$ cat src/rtl/usart_pkg.sv
// Shared definitions for the USART transmit-side byte buffer.
//   BYTE_W     : width of one transmitted byte
//   tx_state_t : hand-off FSM states (IDLE, PRESENT, WAIT_BUSY, WAIT_DONE)
package usart_pkg;

  localparam int unsigned BYTE_W = 8;

  typedef enum logic [1:0] {
    ST_IDLE      = 2'd0,
    ST_PRESENT   = 2'd1,
    ST_WAIT_BUSY = 2'd2,
    ST_WAIT_DONE = 2'd3
  } tx_state_t;

endpackage

$ cat src/rtl/usart_fifo.sv
// Dual-pointer byte FIFO used by usart_tx_fifo.
//   clock, reset_n : system clock, async active-low reset
//   wr_data, wr_en : enqueue port (dropped when full or flushing)
//   rd_en          : pop strobe, ignored when empty
//   rd_data        : byte at the read pointer (combinational)
//   flush          : drop all queued bytes and clear overflow
//   full, empty    : occupancy flags
//   count          : queued bytes
//   overflow       : sticky, write attempted while full
module usart_fifo
  import usart_pkg::*;
#(
  parameter int unsigned DEPTH = 16,
  parameter int unsigned AW    = $clog2(DEPTH)
) (
  input  logic              clock,
  input  logic              reset_n,
  input  logic [BYTE_W-1:0] wr_data,
  input  logic              wr_en,
  input  logic              rd_en,
  input  logic              flush,
  output logic [BYTE_W-1:0] rd_data,
  output logic              full,
  output logic              empty,
  output logic [AW:0]       count,
  output logic              overflow
);

  localparam logic [AW:0] FULL_CNT = (AW+1)'(DEPTH);
  localparam logic [AW:0] CNT_ONE  = (AW+1)'(1);
  localparam logic [AW-1:0] PTR_ONE = AW'(1);

  logic [BYTE_W-1:0] r_mem [DEPTH];
  logic [AW-1:0]     r_wptr;
  logic [AW-1:0]     r_rptr;
  logic [AW:0]       r_count;
  logic              r_overflow;

  logic w_full;
  logic w_empty;
  logic w_wr_ok;
  logic w_pop;

  assign w_full  = (r_count == FULL_CNT);
  assign w_empty = (r_count == '0);
  // Flush takes priority over a same-cycle write; the byte is silently dropped.
  assign w_wr_ok = wr_en && !w_full && !flush;
  assign w_pop   = rd_en && !w_empty;

  always_ff @(posedge clock or negedge reset_n) begin
    if (!reset_n) begin
      r_wptr     <= '0;
      r_rptr     <= '0;
      r_count    <= '0;
      r_overflow <= 1'b0;
    end else if (flush) begin
      r_rptr     <= r_wptr;
      r_count    <= '0;
      r_overflow <= 1'b0;
    end else begin
      if (w_wr_ok) r_wptr <= r_wptr + PTR_ONE;
      if (w_pop)   r_rptr <= r_rptr + PTR_ONE;
      case ({w_wr_ok, w_pop})
        2'b10:   r_count <= r_count + CNT_ONE;
        2'b01:   r_count <= r_count - CNT_ONE;
        default: r_count <= r_count;
      endcase
      if (wr_en && w_full) r_overflow <= 1'b1;
    end
  end

  always_ff @(posedge clock) begin
    if (w_wr_ok) r_mem[r_wptr] <= wr_data;
  end

  assign rd_data  = r_mem[r_rptr];
  assign full     = w_full;
  assign empty    = w_empty;
  assign count    = r_count;
  assign overflow = r_overflow;

endmodule

$ cat src/rtl/usart_tx_fifo.sv
// Transmit byte buffer in front of the USART transmitter.
//   clock, reset_n     : system clock, async active-low reset
//   wr_data, wr_en     : CPU-side enqueue port
//   flush              : clear queued bytes and overflow (in-flight byte kept)
//   full, empty, count : queue status (count excludes the in-flight byte)
//   overflow           : sticky, write attempted while full
//   busy               : a byte is being handed to / sent by the transmitter
//   tx_data, tx_latch  : to transmitter data_in / latch_in
//   tx_ready, tx_done  : from transmitter, asynchronous, synchronised here
module usart_tx_fifo
  import usart_pkg::*;
#(
  parameter int unsigned DEPTH = 16,
  parameter int unsigned AW    = $clog2(DEPTH)
) (
  input  logic              clock,
  input  logic              reset_n,
  input  logic [BYTE_W-1:0] wr_data,
  input  logic              wr_en,
  input  logic              flush,
  output logic              full,
  output logic              empty,
  output logic [AW:0]       count,
  output logic              overflow,
  output logic              busy,
  output logic [BYTE_W-1:0] tx_data,
  output logic              tx_latch,
  input  logic              tx_ready,
  input  logic              tx_done
);

  logic              r_rdy_meta;
  logic              r_rdy_s;
  logic              r_done_meta;
  logic              r_done_s;
  tx_state_t         r_state;
  logic              r_latch;
  logic              r_busy;
  logic [BYTE_W-1:0] r_data;

  logic              w_empty;
  logic              w_pop;
  logic [BYTE_W-1:0] w_rd_data;

  // done resets high: an idle transmitter reports done=1.
  always_ff @(posedge clock or negedge reset_n) begin
    if (!reset_n) begin
      r_rdy_meta  <= 1'b0;
      r_rdy_s     <= 1'b0;
      r_done_meta <= 1'b1;
      r_done_s    <= 1'b1;
    end else begin
      r_rdy_meta  <= tx_ready;
      r_rdy_s     <= r_rdy_meta;
      r_done_meta <= tx_done;
      r_done_s    <= r_done_meta;
    end
  end

  // Pop exactly on the transitions into PRESENT taken by the FSM below.
  assign w_pop = !w_empty &&
                 ((r_state == ST_IDLE) || ((r_state == ST_WAIT_DONE) && r_done_s));

  usart_fifo #(
    .DEPTH (DEPTH),
    .AW    (AW)
  ) u_fifo (
    .clock    (clock),
    .reset_n  (reset_n),
    .wr_data  (wr_data),
    .wr_en    (wr_en),
    .rd_en    (w_pop),
    .flush    (flush),
    .rd_data  (w_rd_data),
    .full     (full),
    .empty    (w_empty),
    .count    (count),
    .overflow (overflow)
  );

  always_ff @(posedge clock or negedge reset_n) begin
    if (!reset_n) begin
      r_state <= ST_IDLE;
      r_latch <= 1'b0;
      r_busy  <= 1'b0;
      r_data  <= '0;
    end else begin
      case (r_state)
        ST_IDLE: begin
          if (!w_empty) begin
            r_data  <= w_rd_data;
            r_latch <= 1'b1;
            r_busy  <= 1'b1;
            r_state <= ST_PRESENT;
          end
        end
        ST_PRESENT: begin
          // A dropped done means the frame already started; skip WAIT_BUSY.
          if (!r_done_s) begin
            r_latch <= 1'b0;
            r_state <= ST_WAIT_DONE;
          end else if (r_rdy_s) begin
            r_latch <= 1'b0;
            r_state <= ST_WAIT_BUSY;
          end
        end
        ST_WAIT_BUSY: begin
          if (!r_done_s) r_state <= ST_WAIT_DONE;
        end
        ST_WAIT_DONE: begin
          if (r_done_s) begin
            if (!w_empty) begin
              r_data  <= w_rd_data;
              r_latch <= 1'b1;
              r_state <= ST_PRESENT;
            end else begin
              r_busy  <= 1'b0;
              r_state <= ST_IDLE;
            end
          end
        end
        default: begin
          r_latch <= 1'b0;
          r_busy  <= 1'b0;
          r_state <= ST_IDLE;
        end
      endcase
    end
  end

  assign empty    = w_empty;
  assign busy     = r_busy;
  assign tx_data  = r_data;
  assign tx_latch = r_latch;

endmodule

$ cat config.mk
export PLATFORM = sky130hd
export DESIGN_NAME = usart_tx_fifo
export DESIGN_NICKNAME = d
export VERILOG_FILES = /design/src/rtl/usart_pkg.sv /design/src/rtl/usart_fifo.sv /design/src/rtl/usart_tx_fifo.sv
export SDC_FILE = /design/constraint.sdc
export NUM_CORES = 1
export LEC_CHECK = 0
export BUFFER_PORTS_ARGS = -buffer_cell sky130_fd_sc_hd__buf_2
export CAP_MARGIN = 0
export CORE_AREA = 4 4 164 166
export CTS_CLUSTER_DIAMETER = 60
export DETAILED_ROUTE_END_ITERATION = 12
export DIE_AREA = 0 0 168 170
export PLACE_DENSITY = 0.38
export SETUP_SLACK_MARGIN = 0.1
export SLEW_MARGIN = 20
export SYNTH_ARGS = -nofsm -noshare
export SYNTH_HDL_FRONTEND = slang
export SYNTH_SLANG_ARGS = --single-unit
$ cat constraint.sdc
create_clock -name clock -period 3 [get_ports clock]
set_clock_uncertainty 0.15 [all_clocks]
set_input_delay 0 -clock clock [delete_from_list [all_inputs] [get_ports clock]]
set_output_delay 0 -clock clock [all_outputs]
set_load 0.02 [all_outputs]
# Word level (Yosys, flattened, before mapping)
# Memory sizes are Yosys's and may differ from the RTL's.
# Cells that the tools add are included.
# W data, S select, Z words.
[classes]
add_sub_neg = 4
mul = 0
div_mod_pow = 0
magnitude_cmp = 0
n_eq_ne = 11
shift = 0
mux = 27
bitwise_logic = 1
n_reduce_logical = 22
[ops]
columns = ["op", "n"]
rows = [
  ["$mux W8", 2],
  ["$pmux W8 S2", 1],
  ["$mux W1", 12],
  ["$mux W2", 5],
  ["$pmux W5 S2", 1],
  ["$add A4 B1 Y4 const B", 2],
  ["$mux W4", 2],
  ["$pmux W2 S4", 1],
  ["$reduce_and A4 Y1", 2],
  ["$eq A2 B2 Y1 const B", 3],
  ["$logic_and A1 B1 Y1", 6],
  ["$ne A2 B2 Y1 const B", 3],
  ["$reduce_bool A2 Y1", 3],
  ["$reduce_bool A3 Y1", 2],
  ["$add A5 B1 Y5 const B", 1],
  ["$eq A5 B5 Y1 const B", 1],
  ["$logic_not A5 Y1", 1],
  ["$mux W5", 1],
  ["$sub A5 B1 Y5 const B", 1],
  ["$eq A2 B1 Y1 const B", 2],
  ["$reduce_and A2 Y1", 2],
  ["$logic_not A1 Y1", 3],
  ["$ne A3 B3 Y1 const B", 1],
  ["$pmux W1 S3", 1],
  ["6 further kinds", 6],
]
[totals]
register_bits = 30
latchBits = 0
ramBits = 128
mem_bits_ro = 0
inputBits = 14
out_inout_bits = 18
elab_cells = 78
memories = 1
[mem_list]
columns = ["memory", "depth", "word_bits", "rd", "rd_ports_with_merged_regs", "wr", "line_no", "rtl"]
rows = [
  ["u_fifo.r_mem", 16, 8, 1, 0, 1, "usart_fifo.sv:33", "logic [BYTE_W-1:0] r_mem [DEPTH];"],
]

# Depth between registers and ports, before layout
[logic_depth]
depth_word = 8
mapped_depth = 11
ltp_nobuf = 11

# Cells and area by module
# Synthesis repeated with hierarchy kept, for this count alone.
[hier_totals]
cells_unflattened = 407
hier_area_um2 = 6750.2
[by_module_without_submodules]
columns = ["module", "n_inst", "cells_per_inst", "area_each_um2", "seq_area_each_um2"]
rows = [
  ["usart_fifo", 1, 353, 5974.5, 4194.0],
  ["usart_tx_fifo", 1, 54, 775.7, 402.9],
]

# Worst setup path after synthesis
# OpenSTA, ideal clock, no wires.
[synth_path]
path_kind = "flip-flop to flip-flop"
startpoint = "register u_fifo.r_count[1], in the netlist u_fifo.count[1]"
endpoint = "register u_fifo.r_count[4], in the netlist u_fifo.count[4]"
setup_time_ps = 133
t_arrival_ps = 2408
required_ps = 2717
slack_ps = 308
path_stages_with_launch = 11
path_buffers = 1
synth_period_minus_slack_ps = 2692
cell_sequence = "dfrtp_1 > buf_6 > or4_4 > o21ai_4 > nor2_2 > xor2_1 > ha_1 > or3_1 > a21oi_1 > nand3b_1 > nand4_1"
[synth_between]
elab_chain_len = 7
elab_cells_between_ends = 15
classes_between = "add/sub (2); eq/ne (3); mux (2); reduce/logical (8)"
[synth_rtl]
columns = ["element", "line_no", "rtl"]
rows = [
  ["from (decl)", "usart_fifo.sv:36", "logic [AW:0] r_count;"],
  ["from (signal assigned)", "usart_fifo.sv:64", "2'b10: r_count <= r_count + CNT_ONE;"],
  ["from (signal assigned)", "usart_fifo.sv:65", "2'b01: r_count <= r_count - CNT_ONE;"],
  ["from (signal assigned)", "usart_fifo.sv:66", "default: r_count <= r_count;"],
  ["$eq A5 B5 Y1 / $logic_not A5 Y1 (equally long branches)", "usart_fifo.sv:44, usart_fifo.sv:45", ""],
  ["$logic_not A1 Y1 (on tied branches)", "usart_fifo.sv:47, usart_fifo.sv:48, usart_tx_fifo.sv:61", ""],
  ["$logic_and A1 B1 Y1 (on tied branches)", "usart_fifo.sv:47, usart_tx_fifo.sv:61", ""],
  ["$logic_and A1 B1 Y1 (on tied branches)", "usart_fifo.sv:47, usart_fifo.sv:48", ""],
  ["$eq A2 B1 Y1 / $eq A2 B2 Y1 (equally long branches)", "usart_fifo.sv:63", "case ({w_wr_ok, w_pop})"],
  ["$pmux W5 S2", "usart_fifo.sv:63", ""],
  ["$mux W5", "usart_fifo.sv:56", "end else if (flush) begin"],
]
# Parallel ways exist; a longest one is shown, timed or not.
# A chain may end at the register's enable or synchronous reset.

# Final worst setup path
[layout_path]
startpoint = "register u_fifo.r_count[2], in the netlist u_fifo.count[2]"
endpoint = "register u_fifo.r_count[4], in the netlist u_fifo.count[4]"
# Same word-level chain as after synthesis.

==> flow_summary_export.csv <==
group,metric,value,unit
run_status,run_status,"completed",
pwr,internal_power,4.958,mW
placement,portBuffers,31,
pwr,vdd_ir_drop_max,0.3572,mV
placement,place.detailed.hpwl,9960,um
sta,post-route-period-util,90.61,%
job,max_cap_viol_count,0,
pwr,power_frac_comb,32.0,%
grt,wire_length_of_the_first_global_routing_pass,23550,um
final_layout,post-route-cell-area,0.007993,mm2
final_layout,final_core_util,31.20,%
worst_setup_path,setup.worst_path.end_class,"flop",
clock_tree,ctsLongestPathBuffers,2,
placement,routability_cong,0.7564,
clock_tree,clk_latency,0.42,ns
grt,number_of_global_route_vias_before_repair,3703,
floorplan,rows,59,
synthesis,ys_async_sr_fraction,18.99,%
grt,antenna_found_initial,0,
final_layout,final_common_cell,"sky130_fd_sc_hd__edfxtp_1",
worst_setup_path,crit_required,3.14,ns
pwr,pwr-share-seq,38.6,%
clock_tree,clk_pin_slew_worst_paths,0.07,ns
synthesis,cell_area_synth,0.006504,mm2
synthesis,synthesis.nets,390,
floorplan,floorplan.die.height,170,um
floorplan,initial_utilization,25.39,%
detailed_routing,routed_via_density,4.450,
pwr,power.share.switching,33.91,%
grt,grt_max_degree,35,
synthesis,yosysWarnings,0,
final_layout,final_cell_mix,"128 x sky130_fd_sc_hd__edfxtp_1, 32 x sky130_fd_sc_hd__mux4_2, 31 x sky130_fd_sc_hd__buf_2",
synthesis,synthesized_area_divided_by_synthesized_cell_count,17.87,um2
floorplan,boundaryPins,32,
sta,timing.slew.headroom,31.79,%
clock_tree,h-tree-depth,4,
pwr,power_per_cell_area,938.6,mW/mm2
final_layout,relative_area_change_from_synthesis_to_final_layout,22.89,%
pwr,p_leak,2.792,nW
detailed_routing,initialDrtViolationCount,239,
clock_tree,clock_tree.root_cell,"sky130_fd_sc_hd__clkbuf_16",
hold_path,path_category_of_the_worst_min_delay_check,"in2async",
worst_setup_path,worstRegToRegCells,9,
sta,slew_violations,0,
placement,post_dp_cell_area,0.007238,mm2
worst_setup_path,timing.critical_path.from_type,"flop",
final_layout,nNetsFinal,469,
grt,gr-usage-all-layers,11.19,%
detailed_routing,detail_route.first_pass.iterations,4,
sta,fin_tns_setup,0,ns
floorplan,dieArea,0.02856,mm2
synthesis,synth_cell_type_count,50,
pwr,power.net_switching,2.544,mW
sta,timing.final.hold_violations,0,
detailed_routing,totalWireLength,15190,um
pwr,power.clock.fraction,29.4,%
sta,setup_repair_after_global_routing_missed_its_margin,"no",
sta,transition_time_at_the_pin_with_the_least_slew_margin,1.015,ns
worst_setup_path,critPathKind,"reg2reg",
clock_tree,cts_buffers,17,
worst_setup_path,crit_path_max_fanout,8,
sta,peak_clock_frequency_supported_by_timing,0.3679,GHz
sta,min_period,2.718,ns
synthesis,synth_flop_cell,"sky130_fd_sc_hd__edfxtp_1",
synthesis,synth.ff_latch_count,158,
worst_setup_path,cp.arrival,2.86,ns
synthesis,count_of_flip_flops_with_a_built_in_enable_after_synthesis,128,
detailed_routing,detail_route.drc_violations,0,
clock_tree,cts_tree,"done",
grt,globalRouteOverflowTotal,0,
clock_tree,tritoncts_sinks,158,
detailed_routing,drtAntennaViolNets,0,
detailed_routing,vias,3520,
sta,setup-violations-final,0,
placement,place.detailed.instances,744,
synthesis,synth_seq_area_share,70.68,%
floorplan,core_area,0.02562,mm2
detailed_routing,avgRoutedWirePerCell,19.20,um
final_layout,instances_no_fill,791,
final_layout,antenna_cells,0,
final_layout,drive_gt1_share,31.58,%
floorplan,die-width,168,um
synthesis,netlist_instances,364,
[path summary, 6_finish.rpt]
| path | slack (ns) | startpoint | end |
|---|---|---|---|
| max in group asynchronous | 2.15 | reset_n | u_fifo.r_rptr[0] |
| worst min register to register | 0.21 | r_done_meta | r_done_s |
| min in group clock | 0.08 | tx_ready | r_rdy_meta |
| worst min-delay path | 0.02 | reset_n | u_fifo.count[4] |
| worst max register to register | 0.28 | u_fifo.count[2] | u_fifo.count[4] |
| worst max-delay path | 0.28 | u_fifo.count[2] | u_fifo.count[4] |
[power groups by stage]
| stage | clock (mW) | combinational (mW) | sequential [mW] |
|---|---|---|---|
| CTS | 2.28 | 2.44 | 2.91 |
| finish | 2.21 | 2.40 | 2.89 |
| detailed placement | 0 | 2.42 | 2.95 |
| global placement | 0 | 2.41 | 2.94 |
| floorplan | 0 | 1.70 | 2.89 |
| global route | 2.38 | 2.66 | 2.95 |
[metal layers]
metal	GRT usage (%)	share of wire, %	vias to the layer above
met4	3.811	1.1	0
met3	2.764	3.1	11
met5	0	0	-
met2	17.78	49	55
li1	-	-	1615
met1	15.07	47	1839
[flip-flops by register name (all words and copies together) (netlist names), 2 cells and up]
name / count
tx_data: 8
u_fifo.r_rptr: 4
u_fifo.r_mem: 128
u_fifo.r_wptr: 4
u_fifo.count: 5
r_state: 2
[through the flow]
step | setup slack (ns) | total power, mW | hold slack (ns)
final | 0.2818 | 7.502 | 0.01793
after global routing | 0.1184 | 7.992 | 0.05713
after CTS | 0.2106 | 7.629 | 0.04336
after detailed placement | 0.2275 | 5.367 | -0.04050
after global placement | 0.3017 | 5.349 | -0.04002
after floorplan | 0.3082 | 4.595 | -0.4456
[critical path, stage by stage (launching register included)]
cell and delay (ns):
sky130_fd_sc_hd__dfrtp_2 0.47, sky130_fd_sc_hd__or4_4 0.58, sky130_fd_sc_hd__o21ai_4 0.19, sky130_fd_sc_hd__nor2_2 0.09, sky130_fd_sc_hd__xor2_1 0.15, sky130_fd_sc_hd__ha_1 0.26
sky130_fd_sc_hd__or3_1 0.34, sky130_fd_sc_hd__a21oi_2 0.15, sky130_fd_sc_hd__nand3b_1 0.11, sky130_fd_sc_hd__nand4_1 0.09
[synth_stat cells (2+ instances only)]
master                       n  share of area [%]
sky130_fd_sc_hd__a211oi_1    2               0.23
sky130_fd_sc_hd__a21oi_1     8               0.62
sky130_fd_sc_hd__a221oi_1    9                1.2
sky130_fd_sc_hd__a311oi_1    2               0.27
sky130_fd_sc_hd__a31oi_1     2               0.19
sky130_fd_sc_hd__buf_1       3               0.17
sky130_fd_sc_hd__buf_2       4               0.31
sky130_fd_sc_hd__buf_6       2               0.35
sky130_fd_sc_hd__clkbuf_1    5               0.29
sky130_fd_sc_hd__dfrtp_1    28                 11
sky130_fd_sc_hd__dfstp_2     2               0.81
sky130_fd_sc_hd__edfxtp_1  128                 59
sky130_fd_sc_hd__ha_1       12                2.3
sky130_fd_sc_hd__inv_1       7               0.40
sky130_fd_sc_hd__mux2_2      2               0.35
sky130_fd_sc_hd__mux2i_1    19                2.9
sky130_fd_sc_hd__mux4_2     32                 11
sky130_fd_sc_hd__nand2_1    13               0.75
sky130_fd_sc_hd__nand2b_1    3               0.29
sky130_fd_sc_hd__nand4_1     3               0.29
sky130_fd_sc_hd__nor2_1     30                1.7
sky130_fd_sc_hd__nor2b_1     3               0.29
sky130_fd_sc_hd__nor3_1      5               0.38
sky130_fd_sc_hd__nor4_1      2               0.19
sky130_fd_sc_hd__o21ai_0     7               0.54
sky130_fd_sc_hd__xnor2_1     5               0.67
sky130_fd_sc_hd__xor2_1      3               0.40
[final cells by class]
cell class | count | area [um2]
sequential | 158 | 4601
multi-input combinational | 183 | 1809
fill | 2497 | 17620
inverter | 8 | 30.03
clock buffer | 17 | 425.4
timing repair buffer | 75 | 533.0
clock inverter | 15 | 175.2
tap | 335 | 419.2
[cell families after synthesis]
kind of cell               after synthesis  share of synthesized area [%]
DFF                                    158                          70.68
and+or+nand+nor                         70                          5.406
muxes                                   53                          14.35
AOI/OAI and AO/OA                       40                          4.521
buffers and inverters                   23                          1.654
adders and majority gates               12                          2.309
xor gates and xnor gates                 8                          1.077
[what timing repair did]
item / CTS / global route
hold endpoints to repair: 169 / 0
hold buffers: 14 / 0
resized for setup: 0 / 3
setup endpoints to repair: 0 / 1
setup buffers: 0 / 1
No activity file was read; power rests on OpenSTA's default activity.
